==> config.mk <==
export PLATFORM = sky130hd
export DESIGN_NAME = alarm_check
export DESIGN_NICKNAME = d
export VERILOG_FILES = /design/src/rtl/alarm_check.sv
export SDC_FILE = /design/constraint.sdc
export NUM_CORES = 1
export LEC_CHECK = 0
export CAP_MARGIN = 15
export CORE_ASPECT_RATIO = 0.5
export CORE_MARGIN = 5
export CORE_UTILIZATION = 47
export DETAILED_ROUTE_END_ITERATION = 8
export PLACE_DENSITY = 0.94
export SYNTH_ARGS = -nofsm -noshare
export SYNTH_HDL_FRONTEND = slang
export SYNTH_SLANG_ARGS = --single-unit
export TNS_END_PERCENT = 1
==> constraint.sdc <==
create_clock -name clk -period 4.19 [get_ports clk]
set_input_delay 1.257 -clock clk [delete_from_list [all_inputs] [get_ports clk]]
set_output_delay 1.257 -clock clk [all_outputs]
set_load 0.01 [all_outputs]
==> src/rtl/alarm_check.sv <==
// Alarm match detector and switch-matching mini game that silences the alarm.
// Optional ring timeout enabled by defining ALARM_TIMEOUT_EN.
module alarm_check #(
  parameter int         ROUNDS    = 3,
  parameter logic [9:0] LFSR_SEED = 10'h1A5
`ifdef ALARM_TIMEOUT_EN
  ,
  parameter int         TIMEOUT_SEC = 30
`endif
) (
  input  logic        clk,
  input  logic        reset,
  input  logic        tick_1hz,
  input  logic        spdt4,
  input  logic [15:0] current_time,
  input  logic [15:0] alarm_time,
  input  logic        push_m,
  input  logic [9:0]  spdt_mini_game,
  output logic [9:0]  mini_game_led,
  output logic [2:0]  alarm_state,
  output logic        alarm_active,
  output logic        finish4
);

  typedef enum logic [2:0] {
    IDLE    = 3'd0,
    ARMED   = 3'd1,
    RINGING = 3'd2,
    GAME    = 3'd3,
    DONE    = 3'd4
  } state_t;

  localparam logic [2:0] ROUNDS_L = 3'(ROUNDS);

  state_t      state;
  state_t      next;
  logic [9:0]  lfsr;
  logic [9:0]  target;
  logic [2:0]  round;
  logic [2:0]  round_inc;
  logic        blink;
  logic        match;
  logic        match_d;
  logic        push_m_d;
  logic        press;
  logic        hit;
  logic        correct;
  logic        last;
  logic        playing;
  logic        enter_ring;
  logic        timeout;

  assign match      = (current_time == alarm_time);
  assign hit        = tick_1hz & match & ~match_d;
  assign press      = push_m & ~push_m_d;
  assign correct    = (spdt_mini_game == target);
  assign round_inc  = round + 3'd1;
  assign last       = (round_inc == ROUNDS_L);
  assign playing    = (state == RINGING) | (state == GAME);
  assign enter_ring = spdt4 & (state != RINGING) & (next == RINGING);

`ifdef ALARM_TIMEOUT_EN
  localparam logic [7:0] TO_LAST = 8'(TIMEOUT_SEC - 1);

  logic [7:0] sec_cnt;

  assign timeout = playing & tick_1hz & (sec_cnt == TO_LAST);

  // Seconds spent ringing or playing, restarted on each new ring.
  always_ff @(posedge clk or posedge reset) begin
    if (reset) begin
      sec_cnt <= 8'd0;
    end else if (!spdt4 || enter_ring) begin
      sec_cnt <= 8'd0;
    end else if (playing && tick_1hz) begin
      sec_cnt <= sec_cnt + 8'd1;
    end
  end
`else
  assign timeout = 1'b0;
`endif

  always_ff @(posedge clk or posedge reset) begin
    if (reset) state <= IDLE;
    else       state <= next;
  end

  always_comb begin
    next = state;
    if (!spdt4) begin
      next = IDLE;
    end else begin
      unique case (state)
        IDLE:    next = ARMED;
        ARMED:   if (hit) next = RINGING;
        RINGING: begin
          if (timeout)    next = DONE;
          else if (press) next = GAME;
        end
        GAME: begin
          if (timeout)                      next = DONE;
          else if (press && correct && last) next = DONE;
        end
        DONE:    next = ARMED;
        default: next = IDLE;
      endcase
    end
  end

  always_comb begin
    mini_game_led = 10'd0;
    alarm_state   = state;
    alarm_active  = playing;
    finish4       = (state == DONE);
    unique case (state)
      RINGING: mini_game_led = blink ? 10'h3FF : 10'h000;
      GAME:    mini_game_led = target;
      default: mini_game_led = 10'd0;
    endcase
  end

  // x^10 + x^7 + 1, free running in every state.
  always_ff @(posedge clk or posedge reset) begin
    if (reset) lfsr <= LFSR_SEED;
    else       lfsr <= {lfsr[8:0], lfsr[9] ^ lfsr[6]};
  end

  always_ff @(posedge clk or posedge reset) begin
    if (reset) begin
      push_m_d <= 1'b0;
      match_d  <= 1'b0;
    end else begin
      push_m_d <= push_m;
      if (tick_1hz) match_d <= match;
    end
  end

  always_ff @(posedge clk or posedge reset) begin
    if (reset) begin
      blink <= 1'b0;
    end else if (!spdt4 || enter_ring) begin
      blink <= 1'b0;
    end else if (tick_1hz) begin
      blink <= ~blink;
    end
  end

  always_ff @(posedge clk or posedge reset) begin
    if (reset) begin
      round  <= 3'd0;
      target <= 10'd0;
    end else if (!spdt4) begin
      round  <= 3'd0;
      target <= 10'd0;
    end else if (timeout) begin
      round <= 3'd0;
    end else if (press && state == RINGING) begin
      round  <= 3'd0;
      target <= lfsr;
    end else if (press && state == GAME) begin
      round  <= (correct && !last) ? round_inc : 3'd0;
      target <= lfsr;
    end
  end

endmodule

Yosys cells after proc, flatten, opt, wreduce, memory -nomap -nowiden
Index checks and enable logic that the tools add are counted.

Register bits: 29. Input bits: 47. Output and inout bits: 15. Word-level logic and storage cells: 55.

Add/sub/neg operators: 1. Equality and inequality tests: 10. Muxes and demuxes: 16. Bitwise operators: 10. Reductions and logical operators: 11.

Operators by type and width (count): $mux W10 (4); $mux W3 (8); $pmux W10 S2 (1); $eq A16 B16 Y1 (1); $eq A3 B2 Y1 const B (4); $pmux W3 S4 (1); $eq A10 B10 Y1 (1); $and A1 B1 Y1 (5); $logic_and A1 B1 Y1 (5); $add A3 B1 Y3 const B (1); $eq A3 B1 Y1 const B (1); $eq A3 B3 Y1 const B (1); $logic_not A3 Y1 (1); $ne A3 B1 Y1 const B (1); $ne A3 B2 Y1 const B (1); $not A1 Y1 (3); $logic_not A1 Y1 (2); $mux W1 (2); $reduce_bool A2 Y1 (1); $reduce_or A2 Y1 (1); $logic_or A1 B1 Y1 (1); $or A1 B1 Y1 (1); $xor A1 B1 Y1 (1).

Logic depth before layout (Yosys ltp)
Word-level depth: 11. Depth in mapped cells: 6. Mapped depth without buffers: 5.

Worst setup path before layout
Ideal clock, no wire load.

Kind: register to output. Start: register state[2] (netlist: alarm_state[2]). End: output port mini_game_led[0]. Arrival time: 1.210 ns. Data required time: 2.933 ns. Setup slack: 1.723 ns. Cell stages (with the launch flop): 5. Path buffers: 2. Cell sequence: dfrtp_1 buf_6 and3b_1 clkbuf_1 a21o_1.

Cells in the longest elaborated chain, start to end: 2. Elaborated cells between the ends (all ways): 3. Those cells by class: eq/ne (2); mux (1).

Ends and longest elaborated chain: start, declared (line 35) `state_t state;`; start signal, assigned (line 85) `else state <= next;`; $eq A3 B2 Y1 (line 115) `unique case (state)`; $pmux W10 S2 (*) (line 115); end, declared (line 19) `output logic [9:0] mini_game_led,`.

Every way passes the cells marked *; elsewhere a longest branch is shown, timed or not.

Worst setup path in the final report
Start: register state[1] (netlist: alarm_state[1]). End: output port mini_game_led[1].

The elaborated chain is that of the path after synthesis.

==> reports/results.md <==
| Result | Reported | Unit |
|---|---|---|
| Root cell of the clock tree | clkbuf_8 | - |
| Top cells by area, synth | dfrtp_1 38%, xor2_1 11%, dfstp_2 8.2% | - |
| Worst Max-Slew Pin Slew | 0.644 | ns |
| Number of nets in the synthesized netlist | 202 | - |
| Total track usage | 0.191 | - |
| Layout overhead on the synthesized area | 48.0 | % |
| Critical path cell sequence | inv_2 -> nor4b_4 -> a21o_1 -> clkdlybuf4s50_1 | - |
| Required @ worst endpoint | 2.93 | ns |
| Max Clock Freq | 0.287 | GHz |
| Final slew viol count | 0 | - |
| Ports | 62 | - |
| Maximum vdd drop | 0.122 | mV |
| Number of vias in the routed layout | 1,391 | - |
| Met3 wire len | 308 | µm |
| WL met1 | 1660 | µm |
| Setup TNS Final | 0 | ns |
| Post CTS Setup Buffer Count | 0 | - |
| DRT antenna net count | 0 | - |
| Tightest Hold Check Type | flip-flop to flip-flop | - |
| Worst slew margin | 0.569 | - |
| DP HPWL | 3070 | µm |
| H-tree levels | 2 | - |
| Seq/Total Area, Yosys | 0.458 | - |
| Clock transition at the register clock pins on the worst setup and hold paths after CTS | 0.07 | ns |
| Number of clock sinks | 29 | - |
| Final critical-path required period | 3.48 | ns |
| Yosys top cell area share | 0.376 | - |
| Initial Utilization | 0.476 | - |
| Placement row count | 15 | - |
| First DRT Iteration DRCs | 51 | - |
| Chip height | 51.2 | µm |
| Top layer used by detailed routing | met4 | - |
| Minimum setup slack after placement | 1.05 | ns |
| DIE WIDTH | 92.5 | µm |
| First-pass iteration count of the detailed router | 4 | - |
| Count of flip-flops with a built-in enable after synthesis | 0 | - |
| Clock buffer count from CTS | 5 | - |
| Crit end category | output pin | - |
| Crit-path max FO | 10 | - |
| Category of the worst setup path launch point | flip-flop | - |
| Count of maximum capacitance violations | 0 | - |
| Gate Count Post-Synth | 153 | - |
| Pwr Density | 284 | nW/µm² |
| Yosys Warn Count | 0 | - |
| FF+latch count, synth | 29 | - |
| PnR worst setup slack | 0.707 | ns |
| Most used standard cells in the synthesized netlist | 24 x dfrtp_1, 21 x nand2_1, 20 x xor2_1, 10 x a21boi_0, 10 x a21o_1 | - |
| Gp weighted congestion | 0.880 | - |
| Clock latency of the later-clocked register in the worst-skew pair | 0.29 | ns |
| Via count of the first global-routing pass | 1,459 | - |
| Met2 wire length | 2110 | µm |
| Clock buffer depth | 2 | - |
| Largest net degree at the start of global routing | 30 | - |
| FFs w/ async S/R, synth | 1.00 | - |
| Initial antenna violation count | 0 | - |
| Endpoints failing setup | 0 | - |
| Hold Vio Cnt, Final | 0 | - |
| Ant. Diodes | 0 | - |
| Slowest stage delay, CP | 0.62 | ns |
| Setup repair after global routing missed its margin | false | - |
| Slowest-stage cell, CP | nor4b_4 | - |
| Fraction of final layout cells sized beyond drive strength 1 | 0.101 | - |
| Total detailed-routing wirelength | 4180 | µm |
| Number of vias per cell | 5.35 | - |
| Worst path arrival time | 2.23 | ns |
| Start-to-end type of the worst setup path | flip-flop to output pin | - |
| Cells resized by post-CTS repair | 0 | - |
| # port buffers | 61 | - |
| Grt ovf | 0 | - |
| Post-synth design cell area | 1600 | µm² |
| Library cells used by synthesis | 40 | - |
| Post-CTS Hold Buffers | 0 | - |
| Total leakage power | 1.07 | nW |
| Floorplan die area | 4740 | µm² |
| Final clock skew | 0.0137 | ns |
| Global-route wire length before repair | 6810 | µm |
| Remaining routing DRC violations | 0 | - |
| Leading area contributor after synthesis | dfrtp_1 | - |
| Std-Cell Core Area | 3360 | µm² |
| Fraction of the cycle the final worst path needs | 0.831 | - |
| Predominant post-synthesis flop cell | dfrtp_1 | - |
| Mean instance size in the synthesized netlist | 10.5 | µm² |
| Outcome | complete, no violations | - |
| Final routed wire length divided by cell count | 16.1 | µm |
| Most instantiated library cell after synthesis | dfrtp_1 | - |
| NumNets Final | 266 | - |
| CTS tree | built | - |
[critical path, delay by kind of cell, from the launching register on]
family          cells  cell delay, ns
buf+inv             2            0.66
simple gates        1            0.62
flops               1            0.50
compound gates      1            0.16
[path summary, 6_finish.rpt]
kind                                           from              endpoint  slack, ns  cells past startpoint
min in group asynchronous                     reset     blink$_DFFE_PP0P_       1.25                      2
max reg2reg                alarm_state[2]$_DFF_PP0_  round[0]$_DFFE_PP0P_       2.38                      5
min reg2reg                       lfsr[7]$_DFF_PP1_     lfsr[8]$_DFF_PP1_       0.36                      0
max                        alarm_state[1]$_DFF_PP0_      mini_game_led[1]       0.71                      4
max in group asynchronous                     reset     lfsr[5]$_DFF_PP1_       2.42                      3
min                               lfsr[7]$_DFF_PP1_     lfsr[8]$_DFF_PP1_       0.36                      0
[where the power goes]
group | internal, mW | switching (mW) | leakage, nW | total [mW]
Clock | 0.194 | 0.106 | 0.0585 | 0.300
Combinational | 0.0568 | 0.0287 | 0.632 | 0.0855
Sequential | 0.282 | 0.00326 | 0.382 | 0.286
Total | 0.533 | 0.138 | 1.07 | 0.671
[layout make-up]
type | instances | area (µm²)
Clock buffer | 7 | 86.3
Clock inverter | 1 | 30.0
Fill cell | 249 | 993
Inverter | 7 | 26.3
Multi-Input combinational cell | 112 | 801
Sequential cell | 29 | 732
Tap cell | 42 | 52.6
Timing Repair Buffer | 62 | 638
[per-stage QoR]
| stage | utilization | instance area, µm² | power, mW | std cells | hold WS [ns] |
|---|---|---|---|---|---|
| final | 0.704 | 2370 | 0.671 | 260 | 0.362 |
| after global routing | 0.704 | 2370 | 0.698 | 260 | 0.369 |
| after CTS | 0.696 | 2340 | 0.671 | 259 | 0.363 |
| after detailed placement | 0.661 | 2220 | 0.373 | 251 | 0.360 |
| after global placement | 0.661 | 2220 | 0.371 | 251 | 0.357 |
| after floorplan | - | 1600 | 0.319 | 153 | 0.354 |
[cell usage in the layout, fill, tap and decap left out, types with 2 or more instances in the layout]
cell and count:
ha_1 2, nor2_1 5, inv_1 6, nand2b_1 4, a21oi_1 2, nor4_2 2, dfstp_2 5, clkbuf_8 6
clkdlybuf4s50_1 61, o21ai_0 2, a21boi_0 10, a21o_1 10, nand3_1 5, dfrtp_1 24, xor2_1 20, nand2_1 21
o21ai_2 2, nor4_1 2, xnor2_1 5, nand4_1 3
[metal layers]
metal  track usage  vias up
met5             0        -
met2         0.349       66
met1         0.204      659
li1              -      652
met4        0.0936        0
met3        0.0559       14
[registers in the layout (all words and copies together), names as in the netlist]
name,cells
round,3
lfsr,10
match_d,1
target,10
blink,1
push_m_d,1
alarm_state,3
[kinds of logic (layout without fill, tap and decap cells)]
group	after synthesis	count (layout)	synth area share
AO/OA/AOI/OAI	33	33	0.155
flip-flops	29	29	0.458
buffers and inverters	12	77	0.0415
adder cells (fa/ha/maj)	2	2	0.0156
AND/OR/NAND/NOR	52	52	0.193
XOR/XNOR	25	25	0.137
No activity file was read; power rests on OpenSTA's default activity.
